$ cat config.mk
export PLATFORM = sky130hd
export DESIGN_NAME = mem_access_unit
export DESIGN_NICKNAME = d
export VERILOG_FILES = /design/src/rtl/mem_access_pkg.sv /design/src/rtl/mem_load_align.sv /design/src/rtl/mem_access_unit.sv
export SDC_FILE = /design/constraint.sdc
export NUM_CORES = 1
export LEC_CHECK = 0
export CAP_MARGIN = 20
export CELL_PAD_IN_SITES_DETAIL_PLACEMENT = 1
export CELL_PAD_IN_SITES_GLOBAL_PLACEMENT = 2
export CORE_MARGIN = 8
export CORE_UTILIZATION = 34
export CTS_BUF_LIST = sky130_fd_sc_hd__clkbuf_8
export DETAILED_ROUTE_END_ITERATION = 8
export DONT_BUFFER_PORTS = 1
export PLACE_DENSITY_LB_ADDON = 0.1
export SLEW_MARGIN = 20
export SYNTH_ARGS = -nofsm -noshare
export SYNTH_HDL_FRONTEND = slang
export SYNTH_SLANG_ARGS = --single-unit
$ cat constraint.sdc
create_clock -name clk -period 2.1 [get_ports clk]
set_input_delay 0 -clock clk [delete_from_list [all_inputs] [get_ports clk]]
set_output_delay 0 -clock clk [all_outputs]
set_load 0.005 [all_outputs]
$ cat src/rtl/mem_access_pkg.sv
// rtl/mem_access_pkg.sv - shared constants and types for the memory access unit
package mem_access_pkg;

    // Load funct3 encodings
    localparam logic [2:0] F3_LB  = 3'b000;
    localparam logic [2:0] F3_LH  = 3'b001;
    localparam logic [2:0] F3_LW  = 3'b010;
    localparam logic [2:0] F3_LBU = 3'b100;
    localparam logic [2:0] F3_LHU = 3'b101;

    // Store funct3 encodings
    localparam logic [2:0] F3_SB  = 3'b000;
    localparam logic [2:0] F3_SH  = 3'b001;
    localparam logic [2:0] F3_SW  = 3'b010;

    // Bus transfer sizes in bytes
    localparam logic [2:0] SZ_B = 3'd1;
    localparam logic [2:0] SZ_H = 3'd2;
    localparam logic [2:0] SZ_W = 3'd4;

    // Bus address map: low 16 bits are the offset, top bits select the region
    localparam int OFFSET_W = 16;

    typedef enum logic [1:0] {
        IDLE    = 2'd0,
        BUSY    = 2'd1,
        RELEASE = 2'd2
    } state_t;

    // Bit index of the IO-select flag within the bus address
    function automatic int io_sel_bit(input int addr_w);
        return addr_w - 1;
    endfunction

    // Bit index of the RAM(1)/flash(0) flag within the bus address
    function automatic int ram_sel_bit(input int addr_w);
        return addr_w - 2;
    endfunction

    // Transfer size implied by funct3[1:0]
    function automatic logic [2:0] size_of(input logic [2:0] f3);
        case (f3[1:0])
            2'b00:   return SZ_B;
            2'b01:   return SZ_H;
            default: return SZ_W;
        endcase
    endfunction

    // 3'b011 and 3'b11x have no load/store meaning here
    function automatic logic f3_illegal(input logic [2:0] f3);
        return (f3 == 3'b011) || (f3[2:1] == 2'b11);
    endfunction

endpackage

$ cat src/rtl/mem_load_align.sv
// rtl/mem_load_align.sv - sign/zero extension of raw bus read data by funct3
module mem_load_align
    import mem_access_pkg::*;
(
    input  logic [2:0]  funct3,
    input  logic [31:0] raw,
    output logic [31:0] ext
);

    // Extend the low byte/halfword according to the load type; words pass through
    always_comb begin
        ext = raw;
        case (funct3)
            F3_LB:   ext = {{24{raw[7]}}, raw[7:0]};
            F3_LH:   ext = {{16{raw[15]}}, raw[15:0]};
            F3_LBU:  ext = {24'd0, raw[7:0]};
            F3_LHU:  ext = {16'd0, raw[15:0]};
            default: ext = raw;
        endcase
    end

endmodule

$ cat src/rtl/mem_access_unit.sv
// rtl/mem_access_unit.sv - arbitrates fetch and load/store ports onto the mem_bus request interface
module mem_access_unit #(
    parameter int          ADDR_W      = 18,
    parameter int unsigned TIMEOUT_CYC = 1024
) (
    input  logic              clk,
    input  logic              rst_n,
    input  logic              fetch_req,
    input  logic [31:0]       fetch_addr,
    output logic              fetch_ready,
    output logic [31:0]       fetch_instr,
    output logic              fetch_fault,
    input  logic              data_req,
    input  logic              data_we,
    input  logic [2:0]        data_funct3,
    input  logic [31:0]       data_addr,
    input  logic [31:0]       data_wdata,
    output logic              data_ready,
    output logic [31:0]       data_rdata,
    output logic              data_fault,
    output logic              bus_start_request,
    output logic [ADDR_W-1:0] bus_target_address,
    output logic [2:0]        bus_num_bytes,
    output logic              bus_is_write,
    output logic [31:0]       bus_write_value,
    input  logic              bus_request_done,
    input  logic [31:0]       bus_fetched_value
);
    import mem_access_pkg::*;

    localparam logic [31:0] WD_LAST = (TIMEOUT_CYC == 0) ? 32'd0 : TIMEOUT_CYC - 1;

    state_t      state, state_next;
    logic        grant_data;
    logic        cur_we;
    logic [2:0]  cur_funct3;
    logic [31:0] wd_cnt;
    logic [31:0] ext_data;

    logic        sel_data, sel_valid, sel_fault;
    logic [31:0] sel_addr;
    logic [2:0]  sel_size;
    logic        do_issue, do_reject, do_done, do_timeout;

    mem_load_align u_align (
        .funct3 (cur_funct3),
        .raw    (bus_fetched_value),
        .ext    (ext_data)
    );

    // Select the requesting port (data wins) and check range, alignment and funct3
    always_comb begin
        sel_data  = data_req;
        // a request still held during its own response pulse must not be taken again
        sel_valid = (data_req | fetch_req) & ~(fetch_ready | data_ready);
        sel_addr  = data_req ? data_addr : fetch_addr;
        sel_size  = data_req ? size_of(data_funct3) : SZ_W;
        sel_fault = 1'b0;
        if (data_req && f3_illegal(data_funct3))
            sel_fault = 1'b1;
        if ((sel_addr >> ADDR_W) != 32'd0)
            sel_fault = 1'b1;
        if ((sel_size == SZ_H) && sel_addr[0])
            sel_fault = 1'b1;
        if ((sel_size == SZ_W) && (sel_addr[1:0] != 2'b00))
            sel_fault = 1'b1;
    end

    // Next-state and transaction strobes
    always_comb begin
        state_next = state;
        do_issue   = 1'b0;
        do_reject  = 1'b0;
        do_done    = 1'b0;
        do_timeout = 1'b0;
        case (state)
            IDLE: begin
                if (sel_valid) begin
                    if (sel_fault) begin
                        do_reject = 1'b1;
                    end else begin
                        do_issue   = 1'b1;
                        state_next = BUSY;
                    end
                end
            end
            BUSY: begin
                if (bus_request_done) begin
                    do_done    = 1'b1;
                    state_next = RELEASE;
                end else if ((TIMEOUT_CYC != 0) && (wd_cnt == WD_LAST)) begin
                    do_timeout = 1'b1;
                    state_next = RELEASE;
                end
            end
            RELEASE: begin
                if (!bus_request_done)
                    state_next = IDLE;
            end
            default: state_next = IDLE;
        endcase
    end

    // State, bus request registers, watchdog and response pulses
    always_ff @(posedge clk) begin
        if (!rst_n) begin
            state              <= IDLE;
            grant_data         <= 1'b0;
            cur_we             <= 1'b0;
            cur_funct3         <= F3_LW;
            wd_cnt             <= 32'd0;
            bus_start_request  <= 1'b0;
            bus_target_address <= '0;
            bus_num_bytes      <= 3'd0;
            bus_is_write       <= 1'b0;
            bus_write_value    <= 32'd0;
            fetch_ready        <= 1'b0;
            fetch_instr        <= 32'd0;
            fetch_fault        <= 1'b0;
            data_ready         <= 1'b0;
            data_rdata         <= 32'd0;
            data_fault         <= 1'b0;
        end else begin
            state       <= state_next;
            fetch_ready <= 1'b0;
            fetch_fault <= 1'b0;
            data_ready  <= 1'b0;
            data_fault  <= 1'b0;

            if (state == BUSY)
                wd_cnt <= wd_cnt + 32'd1;

            if (do_issue) begin
                bus_start_request  <= 1'b1;
                bus_target_address <= sel_addr[ADDR_W-1:0];
                bus_num_bytes      <= sel_size;
                bus_is_write       <= sel_data & data_we;
                bus_write_value    <= (sel_data && data_we) ? data_wdata : 32'd0;
                grant_data         <= sel_data;
                cur_we             <= sel_data & data_we;
                cur_funct3         <= sel_data ? data_funct3 : F3_LW;
                wd_cnt             <= 32'd0;
            end

            if (do_reject) begin
                if (sel_data) begin
                    data_ready <= 1'b1;
                    data_fault <= 1'b1;
                    data_rdata <= 32'd0;
                end else begin
                    fetch_ready <= 1'b1;
                    fetch_fault <= 1'b1;
                    fetch_instr <= 32'd0;
                end
            end

            if (do_done || do_timeout) begin
                bus_start_request <= 1'b0;
                if (grant_data) begin
                    data_ready <= 1'b1;
                    data_fault <= do_timeout;
                    data_rdata <= (do_done && !cur_we) ? ext_data : 32'd0;
                end else begin
                    fetch_ready <= 1'b1;
                    fetch_fault <= do_timeout;
                    fetch_instr <= do_done ? ext_data : 32'd0;
                end
            end
        end
    end

endmodule

==> results.sh, run 1 <==
export IMPL_cp_arrival_ps=2400
export IMPL_crit_required_ps=2410
export IMPL_clk_root_buffer_cell="clkbuf_8"
export IMPL_period_share_pct=99.53
export IMPL_fin_skew_ps=15.77
export IMPL_slew_violations=0
export IMPL_drtPass1Iterations=4
export IMPL_r2r_end="data_rdata[24]$_SDFF_PN0_"
export IMPL_max_stage_delay_ps=570
export IMPL_initial_utilization_pct=34.77
export IMPL_path_clk_slew_ps=90
export IMPL_whs_endpoint="cur_we$_SDFFE_PN0P_"
export IMPL_ant_nets=0
export IMPL_worstHoldPathCells=4
export IMPL_synth_most_common_cell="dfxtp_1"
export IMPL_antenna_cells=0
export IMPL_die_w_um=151.8
export IMPL_post_route_util_pct=47.94
export IMPL_start_kind="register"
export IMPL_rsz0062_at_grt="true"
export IMPL_synth_edff_count=0
export IMPL_io_pins=260
export IMPL_placementRows=49
export IMPL_syn_instance_count=673
export IMPL_grt_pass1_wl_um=35930
export IMPL_relSlewSlack_pct=48.03
export IMPL_status="completed"
export IMPL_critPathBufInv=2
export IMPL_port_buffers=0
export IMPL_async_reset_ff_share_pct=0
export IMPL_rr_worst_depth=7
export IMPL_core_sq_um=18020
export IMPL_cts_tree="yes"
export IMPL_hold_class="in -> reg"
export IMPL_ys_top_cells_by_count="dfxtp_1 (161), nand2_1 (76), o22ai_1 (46)"
export IMPL_drive_above_1_share_pct=15.97
export IMPL_crit_chain="nor4_4, nand4_1, or4b_4, o211ai_1, buf_4, clkbuf_16, o22ai_2"
export IMPL_yosysTopAreaCellShare_pct=51.43
export IMPL_cts_num_sinks=161
export IMPL_vdd_drop_max_mv=0.3669
export IMPL_end_kind="register"
export IMPL_clk_latency_ps=450
export IMPL_leakage_nw=3.212
export IMPL_synth_seq_cells=161
export IMPL_fmax_ghz=0.4784
export IMPL_rr_startpoint="wd_cnt[20]$_SDFFE_PP0N_"
export IMPL_die_area_sq_um=23030
export IMPL_synth_area_top_cells="dfxtp_1 (51%), o22ai_1 (4.6%), nand2_1 (4.6%)"
export IMPL_path_max_fanout=6
export IMPL_ys_types=53
export IMPL_dp_hpwl_um=16080
export IMPL_crit_family="simple AND/OR/NAND/NOR gates"
export IMPL_maxCapViolations=0
export IMPL_synth_flop_cell="dfxtp_1"
export IMPL_critPathKind="reg -> reg"
export IMPL_worstHoldStart="data_we"
export IMPL_r2r_setup_slack_ps=10
export IMPL_grt_pass1_vias=6241
export IMPL_vias_per_cell=5.660
export IMPL_drc=0
export IMPL_routed_wl_um=24150
export IMPL_ys_warn_count=0
export IMPL_die_y_um=151.8
export IMPL_h_tree_depth=4
export IMPL_fin_setup_tns_ps=0
export IMPL_antenna_found_initial=0
export IMPL_grt_max_degree=54
export IMPL_syn2layout_area_growth_pct=37.87
export IMPL_drt_iter0_markers=228
export IMPL_synth_area_sq_um=6267
export IMPL_gr_usage_all_layers_pct=20.20
export IMPL_finalHoldViolCount=0
export IMPL_cpMaxStageDelayCell="or4b_4"
export IMPL_clk_path_buf_depth=2
export IMPL_fin_nets=940
export IMPL_crit_cells=7
export IMPL_min_period_ps=2090
export IMPL_syn_nets=811
export IMPL_synth_top_area_cell="dfxtp_1"
export IMPL_wl_per_cell_um=23.15
export IMPL_vias=5903
export IMPL_cts_buffers=17
export IMPL_routabilityCongestion=0.7670
export IMPL_tightest_slew_ps=779.5
export IMPL_grt_overflow=0
export IMPL_setup_viol_count_final=0
export IMPL_critPathLaunch="wd_cnt[20]$_SDFFE_PP0N_"
export IMPL_synth_area_per_cell_sq_um=9.312
export IMPL_seq_area_frac_synth_pct=51.43
export IMPL_power_density_nw_per_um2=692.4
how the worst max path moves through the flow:
stage / end / slack [ps]
finish: data_rdata[24]$_SDFF_PN0_ / 10
global route: data_rdata[19]$_SDFF_PN0_ / -50
CTS: data_rdata[24]$_SDFF_PN0_ / 10
detailed placement: data_rdata[9]$_SDFF_PN0_ / -90
global placement: data_rdata[11]$_SDFF_PN0_ / -70
floorplan: data_rdata[10]$_SDFF_PN0_ / 2
through the flow:
step	hold slack (ps)	area, sq um	total power [mW]	std cells	setup WS [ps]
floorplan	125.7	6296	3.297	673	1.639
global placement	91.34	6805	3.356	895	-67.03
detailed placement	98.54	6805	3.360	895	-86.75
CTS	6.895	8381	6.001	1036	12.52
global route	9.588	8641	6.188	1043	-52.19
finish	37.86	8641	5.983	1043	9.785
sequential cells by signal (all words and copies together) (netlist names):
name and flops:
grant_data 1, bus_target_address 18, data_ready 1, cur_funct3 3, wd_cnt 32, cur_we 1
data_fault 1, state 2, fetch_fault 1, fetch_instr 32, bus_start_request 1, bus_num_bytes 3
fetch_ready 1, bus_write_value 32, data_rdata 32
worst reg2reg max path, cell delays in order (launching register included):
cell	delay, ps
dfxtp_2	340
nor4_4	280
nand4_1	220
or4b_4	570
o211ai_1	100
buf_4	210
clkbuf_16	180
o22ai_2	60
cell type report:
| class | instances | area [sq um] |
|---|---|---|
| clock inverter | 12 | 158.9 |
| sequential | 161 | 3237 |
| fill | 1970 | 9384 |
| inverter | 7 | 26.28 |
| tap | 229 | 286.5 |
| clock buffer | 19 | 261.5 |
| timing repair buffer | 162 | 1617 |
| multi-input combinational | 453 | 3054 |
report_power, final:
part           switching [mW]  leakage (nW)  internal, mW
Clock                    1.19         0.213          1.24
Combinational           0.238          1.70         0.254
Sequential            0.00614          1.30          3.05
Total                    1.43          3.21          4.55
what timing repair did:
item / CTS / global route
gates cloned: 0 / 4
hold endpoints to repair: 158 / 0
pin swaps: 1 / 19
setup endpoints to repair: 43 / 48
resized for setup: 7 / 37
hold buffers: 110 / 0
setup buffers: 0 / 3
cells in the final DEF (no fill, tap or decap), drive strengths merged, types with 18 or more instances in the layout:
cell and instances:
o21ai 36, mux2i 19, a211oi 18, nand3 20, a21oi 37, dlygate4sd3 108
a22o 32, dfxtp 161, clkbuf 21, a32o 18, o22ai 46, nor2 37
buf 52, nand2 76
cells by family (layout without fill, tap and decap cells):
group           Yosys count  count (layout)  share of synthesized area (%)
buf+inv                  59             200                          3.773
simple gates            206             206                          16.17
xor+xnor                 26              26                          3.633
mux                      19              19                          3.034
flops                   161             161                          51.43
compound gates          201             201                          21.76
fa+ha+maj                 1               1                         0.1996
per-layer routing:
layer	up-vias	global-route usage (%)	wire length (um)
met4	0	5.781	337
met2	217	36.15	12510
li1	2762	-	-
met1	2903	21.74	9307
met3	21	7.633	1994
met5	-	0	0
Power figures use the tool's default switching activity.
==> run 2: changes to the inputs <==
--- a/config.mk
+++ b/config.mk
@@ -6,14 +6,12 @@
 export NUM_CORES = 1
 export LEC_CHECK = 0
 export CAP_MARGIN = 20
-export CELL_PAD_IN_SITES_DETAIL_PLACEMENT = 1
-export CELL_PAD_IN_SITES_GLOBAL_PLACEMENT = 2
 export CORE_MARGIN = 8
-export CORE_UTILIZATION = 34
+export CORE_UTILIZATION = 55
 export CTS_BUF_LIST = sky130_fd_sc_hd__clkbuf_8
 export DETAILED_ROUTE_END_ITERATION = 8
 export DONT_BUFFER_PORTS = 1
-export PLACE_DENSITY_LB_ADDON = 0.1
+export PLACE_DENSITY = 0.73
 export SLEW_MARGIN = 20
 export SYNTH_ARGS = -nofsm -noshare
 export SYNTH_HDL_FRONTEND = slang
==> run 2 against run 1 <==
Against the previous run:
- the flow now finishes with violations (setup timing)
- clock power rose by 6%
- final cell count fell by 8.9%
- wire length fell by 8.9%
- non-clock buffer count fell by 10
- critical path type unchanged
- critical endpoint is now data_rdata[28]$_SDFF_PN0_
- largest power group unchanged
==> results.sh, run 2 (synthesis results as in run 1) <==
export IMPL_placementRows=39
export IMPL_io_pins=260
export IMPL_die_y_um=122.7
export IMPL_drtPass1Iterations=6
export IMPL_maxCapViolations=0
export IMPL_rr_worst_depth=6
export IMPL_vdd_drop_max_mv=0.5809
export IMPL_grt_pass1_vias=6171
export IMPL_syn2layout_area_growth_pct=32.88
export IMPL_clk_path_buf_depth=2
export IMPL_power_density_nw_per_um2=730.9
export IMPL_h_tree_depth=4
export IMPL_status="finished with violations"
export IMPL_path_max_fanout=24
export IMPL_numPlacedInstances=806
export IMPL_hold_class="in -> reg"
export IMPL_fin_setup_tns_ps=-1.139
export IMPL_rr_startpoint="wd_cnt[16]$_SDFFE_PP0N_"
export IMPL_routabilityCongestion=0.8479
export IMPL_path_clk_slew_ps=90
export IMPL_post_route_util_pct=73.88
export IMPL_end_kind="register"
export IMPL_vias_per_cell=6.455
export IMPL_die_area_sq_um=15070
export IMPL_dp_hpwl_um=13370
export IMPL_r2r_setup_slack_ps=-1
export IMPL_crit_required_ps=2410
export IMPL_port_buffers=0
export IMPL_drive_above_1_share_pct=13.04
export IMPL_vias=6132
export IMPL_gr_usage_all_layers_pct=27.56
export IMPL_drc=0
export IMPL_final_cell_area_sq_um=8328
export IMPL_crit_chain="nor4_1, nand2_1, or4b_4, o211ai_1, buf_12, o22ai_1"
export IMPL_final_cells=950
export IMPL_fin_nets=930
export IMPL_die_w_um=122.7
export IMPL_cpMaxStageDelayCell="or4b_4"
export IMPL_final_common_cell="dfxtp_1"
export IMPL_cp_arrival_ps=2410
export IMPL_min_period_ps=2101
export IMPL_fin_skew_ps=16.70
export IMPL_setup_viol_count_final=1
export IMPL_power_mw=6.087
export IMPL_cts_num_sinks=161
export IMPL_tightest_slew_ps=656.2
export IMPL_clk_latency_ps=460
export IMPL_core_sq_um=11270
export IMPL_grt_overflow=0
export IMPL_grt_pass1_wl_um=32630
export IMPL_max_stage_delay_ps=550
export IMPL_relSlewSlack_pct=56.09
export IMPL_rsz0062_at_grt="true"
export IMPL_mostFrequentLayoutCells="dfxtp_1 (154), dlygate4sd3_1 (108), nand2_1 (76)"
export IMPL_leakage_nw=3.099
export IMPL_worstHoldPathCells=4
export IMPL_worstHoldStart="bus_request_done"
export IMPL_worst_slack_ps=-1.139
export IMPL_critPathKind="reg -> reg"
export IMPL_period_share_pct=100.1
export IMPL_antenna_found_initial=1
export IMPL_slew_violations=0
export IMPL_whs_endpoint="fetch_instr[29]$_SDFF_PN0_"
export IMPL_routed_wl_um=21990
export IMPL_finalHoldViolCount=0
export IMPL_violations="setup timing"
export IMPL_initial_utilization_pct=55.60
export IMPL_grt_max_degree=54
export IMPL_post_cts_buffers=0
export IMPL_cts_tree="yes"
export IMPL_clk_root_buffer_cell="clkbuf_8"
export IMPL_start_kind="register"
export IMPL_cts_buffers=17
export IMPL_wl_per_cell_um=23.15
export IMPL_ant_nets=0
export IMPL_fmax_ghz=0.4759
export IMPL_r2r_end="data_rdata[28]$_SDFF_PN0_"
export IMPL_place_area_sq_um=6663
export IMPL_drt_iter0_markers=562
==> run 2: changes by cell type in the layout (fill, tap and decap cells not counted), moves of 3 or more <==
cell	change
nor4_4	-3
buf_4	-5
o22ai_2	-11
o22ai_1	+12
==> run 2: worst max-delay path by stage <==
stage          cells past startpoint                    start                   endpoint
6_report                           6  wd_cnt[16]$_SDFFE_PP0N_  data_rdata[28]$_SDFF_PN0_
5_1_grt                            6  wd_cnt[10]$_SDFFE_PP0N_  data_rdata[23]$_SDFF_PN0_
4_1_cts                            5   wd_cnt[4]$_SDFFE_PP0N_    wd_cnt[27]$_SDFFE_PP0N_
3_5_place_dp                       6   wd_cnt[1]$_SDFFE_PP0N_  data_rdata[10]$_SDFF_PN0_
3_3_place_gp                       6   wd_cnt[0]$_SDFFE_PP0N_  data_rdata[11]$_SDFF_PN0_
2_1_floorplan                      7   wd_cnt[0]$_SDFFE_PP0N_  data_rdata[10]$_SDFF_PN0_
==> run 2: cell type report <==
| class | instances | area [sq um] |
|---|---|---|
| timing repair buffer | 152 | 1486 |
| tap | 143 | 178.9 |
| clock inverter | 12 | 180.2 |
| multi-input combinational | 453 | 2942 |
| sequential | 161 | 3234 |
| inverter | 7 | 26.28 |
| antenna | 2 | 5.005 |
| fill | 730 | 2944 |
| clock buffer | 20 | 275.3 |
==> run 2: critical path, delay by kind of cell (launching register included) <==
family	cells	cell delay (ps)
AND/OR/NAND/NOR	3	1080
flip-flops	1	370
AO/OA/AOI/OAI	2	270
buffers and inverters	1	210
==> run 2: metal layers <==
layer,wire [um],share of wire [%],track usage (%),vias up
met5,0,0,0,-
met4,742,3.4,15.54,0
met3,2466,11,10.58,56
met2,10950,50,45.91,416
met1,7836,36,29.54,2918
li1,-,-,-,2742
==> run 2: per-stage QoR <==
step	hold WS (ps)	worst slack (ps)
6_report	40.30	-1.139
5_1_grt	50.34	-19.48
4_1_cts	0.7919	2.084
3_5_place_dp	97.84	-20.06
3_3_place_gp	91.99	27.40
2_1_floorplan	125.7	1.639
==> run 2: what timing repair did <==
item | 4_1_cts | 5_1_grt
gates resized for setup | 2 | 15
endpoints found under the setup margin | 11 | 75
hold endpoints to repair | 159 | 0
hold buffers | 110 | 0
==> run 2: power breakdown <==
| part | leakage [nW] | total, mW | internal (mW) | switching [mW] |
|---|---|---|---|---|
| clock network | 0.225 | 2.57 | 1.40 | 1.18 |
| registers | 1.30 | 3.06 | 3.05 | 0.00669 |
| logic | 1.57 | 0.454 | 0.233 | 0.221 |
| total | 3.10 | 6.09 | 4.68 | 1.41 |
==> run 3: changes to the inputs <==
--- a/config.mk
+++ b/config.mk
@@ -8,10 +8,10 @@
 export CAP_MARGIN = 20
 export CORE_MARGIN = 8
 export CORE_UTILIZATION = 55
-export CTS_BUF_LIST = sky130_fd_sc_hd__clkbuf_8
+export CTS_BUF_LIST = sky130_fd_sc_hd__clkbuf_8 sky130_fd_sc_hd__clkbuf_16
 export DETAILED_ROUTE_END_ITERATION = 8
 export DONT_BUFFER_PORTS = 1
-export PLACE_DENSITY = 0.73
+export PLACE_DENSITY = 0.7
 export SLEW_MARGIN = 20
 export SYNTH_ARGS = -nofsm -noshare
 export SYNTH_HDL_FRONTEND = slang
==> constraint.sdc (replaced) <==
create_clock -name clk -period 2.56 [get_ports clk]
set_input_delay 0 -clock clk [delete_from_list [all_inputs] [get_ports clk]]
set_output_delay 0 -clock clk [all_outputs]
set_load 0.005 [all_outputs]
==> run 3 against run 2 <==
Against the previous run:
- the flow now finishes without violations
- cell area is 2.3% lower
- die area stayed put
- clock skew is 9.0 ps lower
- first-iteration DRC count is 1.1% higher
- fmax is 14% lower
- combinational power is 22% lower
- critical path depth is 1 higher
- via count is 2.9% lower
- total power is 12% lower
- non-clock buffer count is 24 lower
- utilization is 1.7 points lower
- critical endpoint is now data_rdata[12]$_SDFF_PN0_
==> results.sh, run 3 (synthesis results as in run 1) <==
export IMPL_critPathLaunch="wd_cnt[0]$_SDFFE_PP0N_"
export IMPL_wl_per_cell_um=23.17
export IMPL_clk_path_buf_depth=2
export IMPL_cp_arrival_ps=2740
export IMPL_min_period_ps=2434
export IMPL_period_share_pct=95.09
export IMPL_layout_area_seq_sq_um=3223
export IMPL_vdd_drop_max_mv=0.5575
export IMPL_path_max_fanout=13
export IMPL_antenna_found_initial=1
export IMPL_grt_max_degree=52
export IMPL_pwr_share_seq_pct=46.7
export IMPL_syn2layout_area_growth_pct=29.87
export IMPL_clk_latency_ps=420
export IMPL_crit_required_ps=2870
export IMPL_leakage_nw=2.969
export IMPL_dp_hpwl_um=13350
export IMPL_clk_root_buffer_cell="clkbuf_16"
export IMPL_place_area_sq_um=6419
export IMPL_path_clk_slew_ps=60
export IMPL_power_mw=5.380
export IMPL_drc=0
export IMPL_grt_pass1_wl_um=32740
export IMPL_mostFrequentLayoutCells="dfxtp_1 (161), dlygate4sd3_1 (108), nand2_1 (76)"
export IMPL_post_route_util_pct=72.21
export IMPL_crit_end="data_rdata[12]$_SDFF_PN0_"
export IMPL_final_cell_area_sq_um=8139
export IMPL_cts_num_sinks=161
export IMPL_die_w_um=122.7
export IMPL_ant_nets=0
export IMPL_placementRows=39
export IMPL_p_clk_share_pct=46.7
export IMPL_port_buffers=0
export IMPL_fin_nets=906
export IMPL_pwr_share_comb_pct=6.6
export IMPL_finalHoldViolCount=0
export IMPL_h_tree_depth=4
export IMPL_io_pins=260
export IMPL_cts_buffers=17
export IMPL_start_kind="register"
export IMPL_relSlewSlack_pct=40.10
export IMPL_multi_input_area_sq_um=2838
export IMPL_grt_overflow=0
export IMPL_worstHoldPathCells=3
export IMPL_cts_tree="yes"
export IMPL_rsz0062_at_grt="false"
export IMPL_die_y_um=122.7
export IMPL_post_place_ws_ps=215.7
export IMPL_gr_usage_all_layers_pct=27.89
export IMPL_vias=5952
export IMPL_grt_pass1_vias=6030
export IMPL_core_sq_um=11270
export IMPL_internal_power_mw=4.215
export IMPL_r2r_setup_slack_ps=130
export IMPL_swShare_pct=21.66
export IMPL_power_density_nw_per_um2=661.0
export IMPL_hold_class="in -> reg"
export IMPL_drtPass1Iterations=5
export IMPL_drive_above_1_share_pct=8.077
export IMPL_final_common_cell="dfxtp_1"
export IMPL_routabilityCongestion=0.8262
export IMPL_switchingPower_mw=1.165
export IMPL_r2r_end="data_rdata[12]$_SDFF_PN0_"
export IMPL_fin_skew_ps=7.701
export IMPL_tightest_slew_ps=898.5
export IMPL_setup_viol_count_final=0
export IMPL_vias_per_cell=6.442
export IMPL_end_kind="register"
export IMPL_rr_startpoint="wd_cnt[0]$_SDFFE_PP0N_"
export IMPL_fmax_ghz=0.4108
export IMPL_post_cts_buffers=0
export IMPL_fillers=781
export IMPL_slew_violations=0
export IMPL_worst_slack_ps=125.8
export IMPL_critPathKind="reg -> reg"
export IMPL_fin_setup_tns_ps=0
export IMPL_routed_wl_um=21410
export IMPL_status="completed"
export IMPL_maxCapViolations=0
export IMPL_die_area_sq_um=15070
export IMPL_drt_iter0_markers=568
export IMPL_initial_utilization_pct=55.60
export IMPL_rr_worst_depth=7
==> run 3: cell types whose count changed in the layout (fill, tap and decap cells not counted), moves of 4 or more <==
| cell | before | now |
|---|---|---|
| clkbuf_8 | 20 | 4 |
| buf_4 | 38 | 16 |
| dfxtp_1 | 154 | 161 |
| dfxtp_2 | 6 | 0 |
| clkbuf_16 | 0 | 17 |
| nor4_1 | 10 | 14 |
==> run 3: worst min-delay path by stage <==
stage,startpoint,slack [ps],end
after floorplan,data_wdata[0],130,bus_write_value[0]$_SDFFE_PN0P_
after global placement,rst_n,90,cur_funct3[1]$_SDFFE_PN1P_
after detailed placement,rst_n,100,cur_funct3[1]$_SDFFE_PN1P_
after CTS,rst_n,0.4,wd_cnt[14]$_SDFFE_PP0N_
after global routing,rst_n,10,wd_cnt[14]$_SDFFE_PP0N_
final,rst_n,10,wd_cnt[14]$_SDFFE_PP0N_
==> run 3: repair_timing <==
| item | in CTS | in global routing |
|---|---|---|
| setup endpoints to repair | 0 | 10 |
| endpoints found under the hold margin | 127 | 0 |
| gates resized for setup | 0 | 2 |
| hold buffers | 110 | 0 |
==> run 3: critical path, cell delays in order (launching register included) <==
cell	delay (ps)
dfxtp_1	410
ha_1	220
nand3_1	140
nor4_1	250
buf_4	240
or4b_1	480
o211a_1	260
a32o_1	310
==> run 3: area by class of cell <==
class / instances / share of cell area, %
multi-input cells: 453 / 34.87
well taps: 143 / 2.198
flip-flops and latches: 161 / 39.60
diodes: 1 / 0.03075
repair buffers: 128 / 15.74
clock inverters: 10 / 1.337
inverters: 7 / 0.3228
clock buffers: 21 / 5.903
==> run 3: power groups by stage <==
| stage | Clock, mW | Combinational, mW | Sequential [mW] |
|---|---|---|---|
| after floorplan | 0 | 0.139 | 2.57 |
| after global placement | 0 | 0.163 | 2.57 |
| after detailed placement | 0 | 0.166 | 2.57 |
| after CTS | 2.52 | 0.337 | 2.51 |
| after global routing | 2.64 | 0.374 | 2.51 |
| final | 2.51 | 0.356 | 2.51 |
==> run 3: per-stage QoR <==
stage	cells	hold WS, ps
2_1_floorplan	673	125.7
3_3_place_gp	782	91.04
3_5_place_dp	782	103.7
4_1_cts	923	0.3906
5_1_grt	924	14.43
6_report	924	14.54
==> run 3: metal layers <==
layer / share of wire (%) / vias up / GRT usage [%]
li1: - / 2687 / -
met1: 35 / 2837 / 29.30
met2: 52 / 381 / 49.24
met3: 11 / 47 / 11.09
met4: 2.4 / 0 / 10.51
met5: 0 / - / 0
